<file path="src/rtl/ssd_pkg.sv">
// Shared seven-segment glyph table and capture FSM encoding.
// Encoder and capture decoder both draw their patterns from here.
package ssd_pkg;

  localparam logic [6:0] SEG_0 = 7'b1111110;
  localparam logic [6:0] SEG_1 = 7'b0110000;
  localparam logic [6:0] SEG_2 = 7'b1101101;
  localparam logic [6:0] SEG_3 = 7'b1111001;
  localparam logic [6:0] SEG_4 = 7'b0110011;
  localparam logic [6:0] SEG_5 = 7'b1011011;
  localparam logic [6:0] SEG_6 = 7'b1011111;
  localparam logic [6:0] SEG_7 = 7'b1110000;
  localparam logic [6:0] SEG_8 = 7'b1111111;
  localparam logic [6:0] SEG_9 = 7'b1110011;
  localparam logic [6:0] SEG_A = 7'b1110111;
  localparam logic [6:0] SEG_B = 7'b0011111;
  localparam logic [6:0] SEG_C = 7'b1001110;
  localparam logic [6:0] SEG_D = 7'b0111101;
  localparam logic [6:0] SEG_E = 7'b1001111;
  localparam logic [6:0] SEG_F = 7'b1000111;
  localparam logic [6:0] SEG_BLANK = 7'b0000000;

  typedef enum logic {
    TRACK = 1'b0,
    HOLD  = 1'b1
  } cap_state_e;

  function automatic logic [6:0] seg_encode(input logic [3:0] nib);
    logic [6:0] s;
    s = SEG_BLANK;
    case (nib)
      4'h0: s = SEG_0;
      4'h1: s = SEG_1;
      4'h2: s = SEG_2;
      4'h3: s = SEG_3;
      4'h4: s = SEG_4;
      4'h5: s = SEG_5;
      4'h6: s = SEG_6;
      4'h7: s = SEG_7;
      4'h8: s = SEG_8;
      4'h9: s = SEG_9;
      4'hA: s = SEG_A;
      4'hB: s = SEG_B;
      4'hC: s = SEG_C;
      4'hD: s = SEG_D;
      4'hE: s = SEG_E;
      default: s = SEG_F;
    endcase
    return s;
  endfunction

endpackage

</file>
<file path="src/rtl/ssd_capture_pattern_decode.sv">
// Combinational segment pattern to nibble decoder.
// hit marks a hex glyph; is_blank marks the all-off pattern.
module ssd_pattern_decode
  import ssd_pkg::*;
(
  input  logic [6:0] pat,
  output logic       hit,
  output logic       is_blank,
  output logic [3:0] nibble
);

  always_comb begin
    hit      = 1'b1;
    is_blank = 1'b0;
    nibble   = 4'h0;
    case (pat)
      SEG_0: nibble = 4'h0;
      SEG_1: nibble = 4'h1;
      SEG_2: nibble = 4'h2;
      SEG_3: nibble = 4'h3;
      SEG_4: nibble = 4'h4;
      SEG_5: nibble = 4'h5;
      SEG_6: nibble = 4'h6;
      SEG_7: nibble = 4'h7;
      SEG_8: nibble = 4'h8;
      SEG_9: nibble = 4'h9;
      SEG_A: nibble = 4'hA;
      SEG_B: nibble = 4'hB;
      SEG_C: nibble = 4'hC;
      SEG_D: nibble = 4'hD;
      SEG_E: nibble = 4'hE;
      SEG_F: nibble = 4'hF;
      SEG_BLANK: begin
        hit      = 1'b0;
        is_blank = 1'b1;
      end
      default: hit = 1'b0;
    endcase
  end

endmodule

</file>
<file path="src/rtl/ssd_capture.sv">
// Settle-and-capture readback of the two-digit multiplexed display.
// Optional SSD_CAP_ERR_CNT_EN adds a saturating err_count output.
module ssd_capture
  import ssd_pkg::*;
#(
  parameter int SETTLE_CYCLES = 16
) (
  input  logic       clk,
  input  logic       rst,
  input  logic [6:0] seg_in,
  input  logic       sel_in,
  output logic [3:0] digit0,
  output logic [3:0] digit1,
  output logic [1:0] valid,
  output logic [1:0] blank,
  output logic       update,
  output logic       err
`ifdef SSD_CAP_ERR_CNT_EN
  ,
  output logic [7:0] err_count
`endif
);

  localparam logic [7:0] LAST = 8'(SETTLE_CYCLES - 1);

  cap_state_e      state_q, state_d;
  logic [7:0]      samp_q, samp_d;
  logic [7:0]      cnt_q, cnt_d;
  logic            primed_q, primed_d;
  logic [1:0][3:0] dig_q, dig_d;
  logic [1:0]      valid_q, valid_d;
  logic [1:0]      blank_q, blank_d;
  logic            update_q, update_d;
  logic            err_q, err_d;

  logic [7:0] samp_in;
  logic       changed;
  logic       capture;
  logic       pos;
  logic       dec_hit;
  logic       dec_blank;
  logic [3:0] dec_nib;

  ssd_pattern_decode u_dec (
    .pat      (samp_q[6:0]),
    .hit      (dec_hit),
    .is_blank (dec_blank),
    .nibble   (dec_nib)
  );

  assign samp_in = {sel_in, seg_in};
  // Unprimed sample register forces a load on the first edge out of reset.
  assign changed = !primed_q || (samp_in != samp_q);
  assign pos     = samp_q[7];

  always_comb begin
    state_d  = state_q;
    samp_d   = samp_q;
    cnt_d    = cnt_q;
    primed_d = 1'b1;
    dig_d    = dig_q;
    valid_d  = valid_q;
    blank_d  = blank_q;
    update_d = 1'b0;
    err_d    = 1'b0;
    capture  = 1'b0;
    unique case (state_q)
      TRACK: begin
        if (changed) begin
          samp_d = samp_in;
          cnt_d  = 8'd0;
        end else if (cnt_q == LAST) begin
          capture = 1'b1;
          state_d = HOLD;
        end else begin
          cnt_d = cnt_q + 8'd1;
        end
      end
      HOLD: begin
        if (changed) begin
          samp_d  = samp_in;
          cnt_d   = 8'd0;
          state_d = TRACK;
        end
      end
    endcase
    if (capture) begin
      if (dec_hit) begin
        dig_d[pos]   = dec_nib;
        valid_d[pos] = 1'b1;
        blank_d[pos] = 1'b0;
      end else if (dec_blank) begin
        blank_d[pos] = 1'b1;
        valid_d[pos] = 1'b0;
      end else begin
        err_d = 1'b1;
      end
      update_d = (dig_d != dig_q) || (valid_d != valid_q)
              || (blank_d != blank_q);
    end
  end

  always_ff @(posedge clk) begin
    if (rst) begin
      state_q  <= TRACK;
      samp_q   <= 8'd0;
      cnt_q    <= 8'd0;
      primed_q <= 1'b0;
      dig_q    <= '0;
      valid_q  <= 2'b00;
      blank_q  <= 2'b00;
      update_q <= 1'b0;
      err_q    <= 1'b0;
    end else begin
      state_q  <= state_d;
      samp_q   <= samp_d;
      cnt_q    <= cnt_d;
      primed_q <= primed_d;
      dig_q    <= dig_d;
      valid_q  <= valid_d;
      blank_q  <= blank_d;
      update_q <= update_d;
      err_q    <= err_d;
    end
  end

  assign digit0 = dig_q[0];
  assign digit1 = dig_q[1];
  assign valid  = valid_q;
  assign blank  = blank_q;
  assign update = update_q;
  assign err    = err_q;

`ifdef SSD_CAP_ERR_CNT_EN
  logic [7:0] errc_q, errc_d;

  always_comb begin
    errc_d = errc_q;
    if (err_d && (errc_q != 8'hFF)) errc_d = errc_q + 8'd1;
  end

  always_ff @(posedge clk) begin
    if (rst) errc_q <= 8'd0;
    else     errc_q <= errc_d;
  end

  assign err_count = errc_q;
`endif

endmodule
</file>
<file path="config.mk">
export PLATFORM = sky130hd
export DESIGN_NAME = ssd_capture
export DESIGN_NICKNAME = d
export VERILOG_FILES = /design/src/rtl/ssd_pkg.sv /design/src/rtl/ssd_capture_pattern_decode.sv /design/src/rtl/ssd_capture.sv
export SDC_FILE = /design/constraint.sdc
export NUM_CORES = 1
export LEC_CHECK = 0
export CAP_MARGIN = 20
export CORE_UTILIZATION = 54
export DETAILED_ROUTE_END_ITERATION = 16
export PLACE_DENSITY = 0.79
export RECOVER_POWER = 25
export SLEW_MARGIN = 0
export SYNTH_ARGS = -nofsm -noshare
export SYNTH_HDL_FRONTEND = slang
export SYNTH_SLANG_ARGS = --single-unit
</file>
<file path="constraint.sdc">
create_clock -name clk -period 3.1 [get_ports clk]
set_input_delay 0.62 -clock clk [delete_from_list [all_inputs] [get_ports clk]]
set_output_delay 0.62 -clock clk [all_outputs]
set_load 0.005 [all_outputs]
</file>
# == After elaboration in Yosys (flattened, before gate mapping) ==
# Index checks and enable logic that the tools add are counted.
# word_totals
ff_bits,32
inputBits,10
out_inout_bits,14
elab_cells,81
# op_classes
addsub,1
magnitude_cmp,2
eq_ne,23
mux,28
bitwise_logic,7
reduce_logical,10
# op_table
op,n
$eq 7x7->1 const B,12
$pmux 4 s15,1
$mux 8,6
$eq 7x6->1 const B,3
$ne 8x8->1,2
$pmux 8 s2,1
$reduce_or 16->1,1
$mux 2,6
$mux 1,9
$add 8x1->8 const B,1
$bwmux 8,1
$eq 8x4->1 const B,1
$eq 7x5->1 const B,1
$logic_not 7->1,1
$and 2x2->2,2
$demux 4 s1,1
$mux 4,1
$ne 2x2->1,2
$or 2x2->2,2
$logic_or 1x1->1,3
$ne 3x3->1 const B,1
$reduce_or 3->1,1
$lt 1x2->1 const B,1
$ne 2x1->1 const B,1
other kinds (9),10

# == Longest topological paths before layout ==
# depth
ltp_word,12
ltp_mapped,10
depth_no_buf,7

# == Cells and area by module ==
# A second synthesis with hierarchy kept.
# hier_totals
hier_cells,220
hier_area_um2,1914.3
# modules_own_cells
mod,n_inst,cells_per_inst,area_per_inst_um2,seq_area_each_um2
ssd_capture,1,164,1491.4,640.6
ssd_pattern_decode,1,56,422.9,0.0

# == Worst setup path before layout ==
# Ideal clock, no wire load.
# synth_path
kind,register -> register
start,reg samp_q[1]
end,reg update_q (netlist: update)
setup_time_ps,120
t_arrival_ps,2234
t_required_ps,2980
slack_ps,746
path_stages_with_launch,9
path_buffers,1
cell_sequence,dfxtp_1 buf_4 or4b_2 or2_2 nand4_1 xor2_1 a211o_1 o221a_1 a211o_1
# synth_via
elab_chain_cells,8
# synth_rtl
item,line_no,rtl
"start, declared",ssd_capture.sv:27,"logic [7:0] samp_q, samp_d;"
"start signal, assigned",ssd_capture.sv:116,samp_q <= samp_d;
"$eq 7x7->1, or another cell as far along",ssd_capture_pattern_decode.sv:16,case (pat)
"$pmux 4 s15, or another cell as far along",ssd_capture_pattern_decode.sv:16,
"$bwmux 8, or another cell as far along",ssd_capture.sv:89,dig_d[pos] = dec_nib;
$mux 8 / $mux 2 (equally long branches),ssd_capture.sv:88,if (dec_hit) begin
$mux 8 / $mux 2 (equally long branches),ssd_capture.sv:87,if (capture) begin
$ne 8x8->1 / $ne 2x2->1 (equally long branches),ssd_capture.sv:98,update_d = (dig_d != dig_q) || (valid_d != valid_q)
$logic_or 1x1->1,ssd_capture.sv:98,
$logic_or 1x1->1,ssd_capture.sv:99,|| (blank_d != blank_q);
"end signal, assigned",ssd_capture.sv:122,update_q <= update_d;
"end, declared",ssd_capture.sv:33,"logic update_q, update_d;"
# Several ways; a longest one is shown, not always the timed one. The select of a mux whose other input is x is not followed.
# A chain may end at the register's enable or synchronous reset.

# == Final worst setup path ==
# layout_path
start,reg samp_q[1]
end,"reg dig_q, in the netlist digit1[1]"
# layout_via
elab_chain_cells,5
# layout_rtl
item,line_no,rtl
"$eq 7x7->1, or another cell as far along",ssd_capture_pattern_decode.sv:16,
$pmux 4 s15 / $reduce_or 16->1 (equally long branches),-,
$bwmux 8 / $mux 1 (equally long branches),"ssd_capture.sv:89, ssd_capture_pattern_decode.sv:16",
$mux 8,ssd_capture.sv:88,
$mux 8,ssd_capture.sv:87,
"end signal, assigned",ssd_capture.sv:119,dig_q <= dig_d;
"end, declared",ssd_capture.sv:30,"logic [1:0][3:0] dig_q, dig_d;"
# Several ways; a longest one is shown, not always the timed one. The select of a mux whose other input is x is not followed.

==> summary.md <==
| Metric | Value |
|---|---|
| Run status | finished, final reports clean |
| DP Wirelength | 2730 um |
| Skew final | slightly above 0.008 ns |
| Antenna Nets Post-Route | 0 |
| Number of distinct standard cells referenced by the synthesized netlist | 53 |
| IR Drop Worst-Case VDD | roughly 0.00032 V |
| Dominant register cell in the synthesized netlist | sky130_fd_sc_hd__dfxtp_1 |
| Synth Cell Area | ~0.0018 mm^2 |
| Number of DRC markers after the initial detailed-route iteration | 84 |
| Termination of the worst setup path | digit1[1] |
| Detailed-route vias per instance | 5.79 |
| Number of stages on the worst setup path | 7 |
| Share of post-route cells with drive strength above 1 | 7.02% |
| Number of CTS-inserted buffers | 5 |
| Initial Util | 57.8% |
| Largest stage delay, worst path | 0.72 ns |
| Weighted congestion at the end of routability-driven global placement | approximately 0.85 |
| Synth async-reset ratio | 0% |
| Final layout net count | 238 |
| Most frequent cells in the layout | 32 x sky130_fd_sc_hd__dfxtp_1, 21 x sky130_fd_sc_hd__nor2_1, 20 x sky130_fd_sc_hd__clkdlybuf4s50_1 |
| Slowest-stage cell, CP | sky130_fd_sc_hd__dfxtp_1 |
| Kind of cell adding the most delay to the critical path | simple AND/OR/NAND/NOR gates |
| Worst setup slack for register-to-register paths | 0.37 ns |
| Cell chain of the critical path | nand3_2 -> or4b_1 -> a21boi_0 -> and4b_4 -> or3_1 -> mux2i_1 -> nor2_1 |
| Drt drc | 0 |
| Cell depth of the worst flop-to-flop path | 7 |
| Sinks on Clock Net | 32 |
| Num rows | 20 |
| Most common cell after layout, fill and taps aside | sky130_fd_sc_hd__dfxtp_1 |
| Net Count, Synth | between 200 and 250 |
| Number of synthesized register bits | 32 |
| Register Area | 641 um^2 |
| DR WL/cell | 13.8 um |
| Placeable core region | 0.00310 mm^2 |
| Post-synthesis instance total | 207 |
| End of the worst register-to-register path | digit1[1] |
| Worst reg2reg startpoint | samp_q[1] |
| Die width | ~60 um |
| Normalized max-slew margin | 36.4% |
| Total setup buffers inserted after CTS | 0 |
| Number of vias in the routed layout | 1575 |
| Area used by multi-input combinational logic | 0.00107 mm^2 |
| Maximum clock frequency | 366 MHz |
| Tcrit/Tclk final | 88.2% |
| Arrival time of data at the critical path endpoint | 2.93 ns |
| TritonCTS clock tree | yes |
| Yosys warning total | 0 |
| Number of pins with negative max-slew slack in the final report | 0 |
| Start point of the worst hold path | valid[1] |
| Antenna violations before repair | 0 |
| Wire length of the first global-routing pass | 6620 um |
| Time the worst path needs with I/O delays and setup | 2.73 ns |
| Layout area overhead | 17.2% |
| Root buffer cell | sky130_fd_sc_hd__clkbuf_4 |
| Number of primary I/O pins | 24 |
| Reported leakage power | 0.769 nW |
| Unrepaired setup endpoints after global routing | false |
| Kind of end point of the critical path | flip-flop |
| Total of endpoints with negative setup slack in the final report | 0 |
| Clock transition at the registers of the reported paths | roughly 0.10 ns |
| Setup TNS Final | 0 ns |
| Number of buffers between clock root and the deepest sink | 2 |
| Largest net degree at the start of global routing | 22 |
| Post-Route WL | 3750 um |
| Post-Route Hold Slack | between 0.5 and 0.6 ns |
| Worst Path Required | 3.30 ns |
| I/O Buffers | 23 |
| Vertical die dimension | 59.6 um |
| Areal power density over the cells | around 390 mW/mm^2 |
| Max-cap violations | 0 |
| Level count of the clock H-tree | 2 |
| Startpoint type of the worst setup path | flip-flop |
| Transition time at the pin with the least slew margin | 0.954 ns |
| Overall fraction of global-route tracks in use | between 20% and 30% |
| Top fanout value on the critical path | 18 |
| Total inserted antenna cells | 0 |
| Worst min-delay path category | reg2reg |
| Via count of the first global-routing pass | 1488 |
| Class of the most critical setup path | reg2reg |
| Number of gates given a new drive strength after cts | 0 |
| Die area | 0.00356 mm^2 |
| Clock latency at the later pin of the worst-skew pair | roughly 0.33 ns |
| GRT overflow | 0 |
| CP startpoint | samp_q[1] |
| Number of iterations in the first detailed-routing pass | 4 |
| Count of buffering cells on the critical path with inverters included | 0 |
| Hold buffer count at cts | 0 |
| Number of fillers in the final layout | roughly 270 |
| Sequential cell area fraction in the yosys report | a little over a third |
| Avg Inst Size Synth | 8.67 um^2 |
| Number of flops mapped to enable cells by yosys | 0 |
| Final hold vios | 0 |
layer usage:
layer  vias up  share of wire (%)  GRT usage [%]
met1       724                 46           32.1
met3         8                5.2           6.77
met5         -                  0              0
met2        58                 48           38.4
met4         0                1.2           9.63
li1        785                  -              -
per-stage QoR:
stage | util [%] | cell area (um^2) | total power, mW | std cells | setup slack, ns
after global routing | 67.7 | 2100 | 0.845 | 272 | 0.169
final | 67.7 | 2100 | 0.812 | 272 | 0.367
after detailed placement | 65.4 | 2030 | 0.507 | 264 | 0.428
after global placement | 65.4 | 2030 | 0.504 | 264 | 0.469
after CTS | 67.9 | 2110 | 0.817 | 272 | 0.417
after floorplan | - | 1790 | 0.487 | 207 | 0.746
registers in the layout, indices dropped and copies added, names as in the netlist:
signal / count
cnt_q: 8
samp_q: 8
digit0: 4
digit1: 4
blank: 2
valid: 2
err: 1
primed_q: 1
state_q: 1
update: 1
report_power, final:
part | internal, mW | switching [mW] | total (mW)
registers | 0.417 | 0.0218 | 0.439
logic | 0.0336 | 0.0251 | 0.0587
clock network | 0.169 | 0.145 | 0.314
logic make-up (layout without fill, tap and decap cells):
logic type | count (synthesis) | count (layout) | share of synthesized area (%)
and+or+nand+nor | 93 | 93 | 30.0
DFF | 32 | 32 | 35.7
muxes | 9 | 9 | 5.02
xor gates and xnor gates | 23 | 23 | 11.2
adders and majority gates | 1 | 1 | 0.697
AOI/OAI and AO/OA | 33 | 33 | 12.9
buffers and inverters | 16 | 37 | 4.46
how the worst min path moves through the flow:
| stage | endpoint | slack [ns] | depth (start not counted) |
|---|---|---|---|
| 2_1_floorplan | cnt_q[4] | 0.47 | 2 |
| 3_3_place_gp | cnt_q[4] | 0.49 | 2 |
| 3_5_place_dp | valid[1] | 0.49 | 2 |
| 4_1_cts | valid[1] | 0.50 | 2 |
| 5_1_grt | valid[1] | 0.55 | 2 |
| 6_report | valid[1] | 0.50 | 2 |
cell type report:
type / count / area share [%]
clock inverter: 2 / 1.67
sequential: 32 / 30.5
multi-input combinational: 159 / 51.1
timing repair buffer: 25 / 11.5
inverter: 4 / 0.714
tap: 44 / 2.62
clock buffer: 6 / 1.96
synthesized netlist by cell type (4+ instances only):
cell,number,share of area (%)
sky130_fd_sc_hd__a21oi_1,8,2.2
sky130_fd_sc_hd__buf_2,7,2.0
sky130_fd_sc_hd__dfxtp_1,32,36
sky130_fd_sc_hd__inv_1,4,0.84
sky130_fd_sc_hd__mux2i_1,9,5.0
sky130_fd_sc_hd__nand2_1,16,3.3
sky130_fd_sc_hd__nand3_1,7,2.0
sky130_fd_sc_hd__nand4_1,5,1.7
sky130_fd_sc_hd__nor2_1,21,4.4
sky130_fd_sc_hd__nor2b_1,8,2.8
sky130_fd_sc_hd__nor3_1,4,1.1
sky130_fd_sc_hd__o21ai_0,6,1.7
sky130_fd_sc_hd__xnor2_1,15,7.3
sky130_fd_sc_hd__xor2_1,8,3.9
worst register-to-register path, delay by kind of cell (launching register included):
family / cells / cell delay [ns]
AO/OA/AOI/OAI: 1 / 0.15
flip-flops: 1 / 0.72
AND/OR/NAND/NOR: 5 / 1.52
multiplexers: 1 / 0.21
Power figures use the tool's default switching activity.
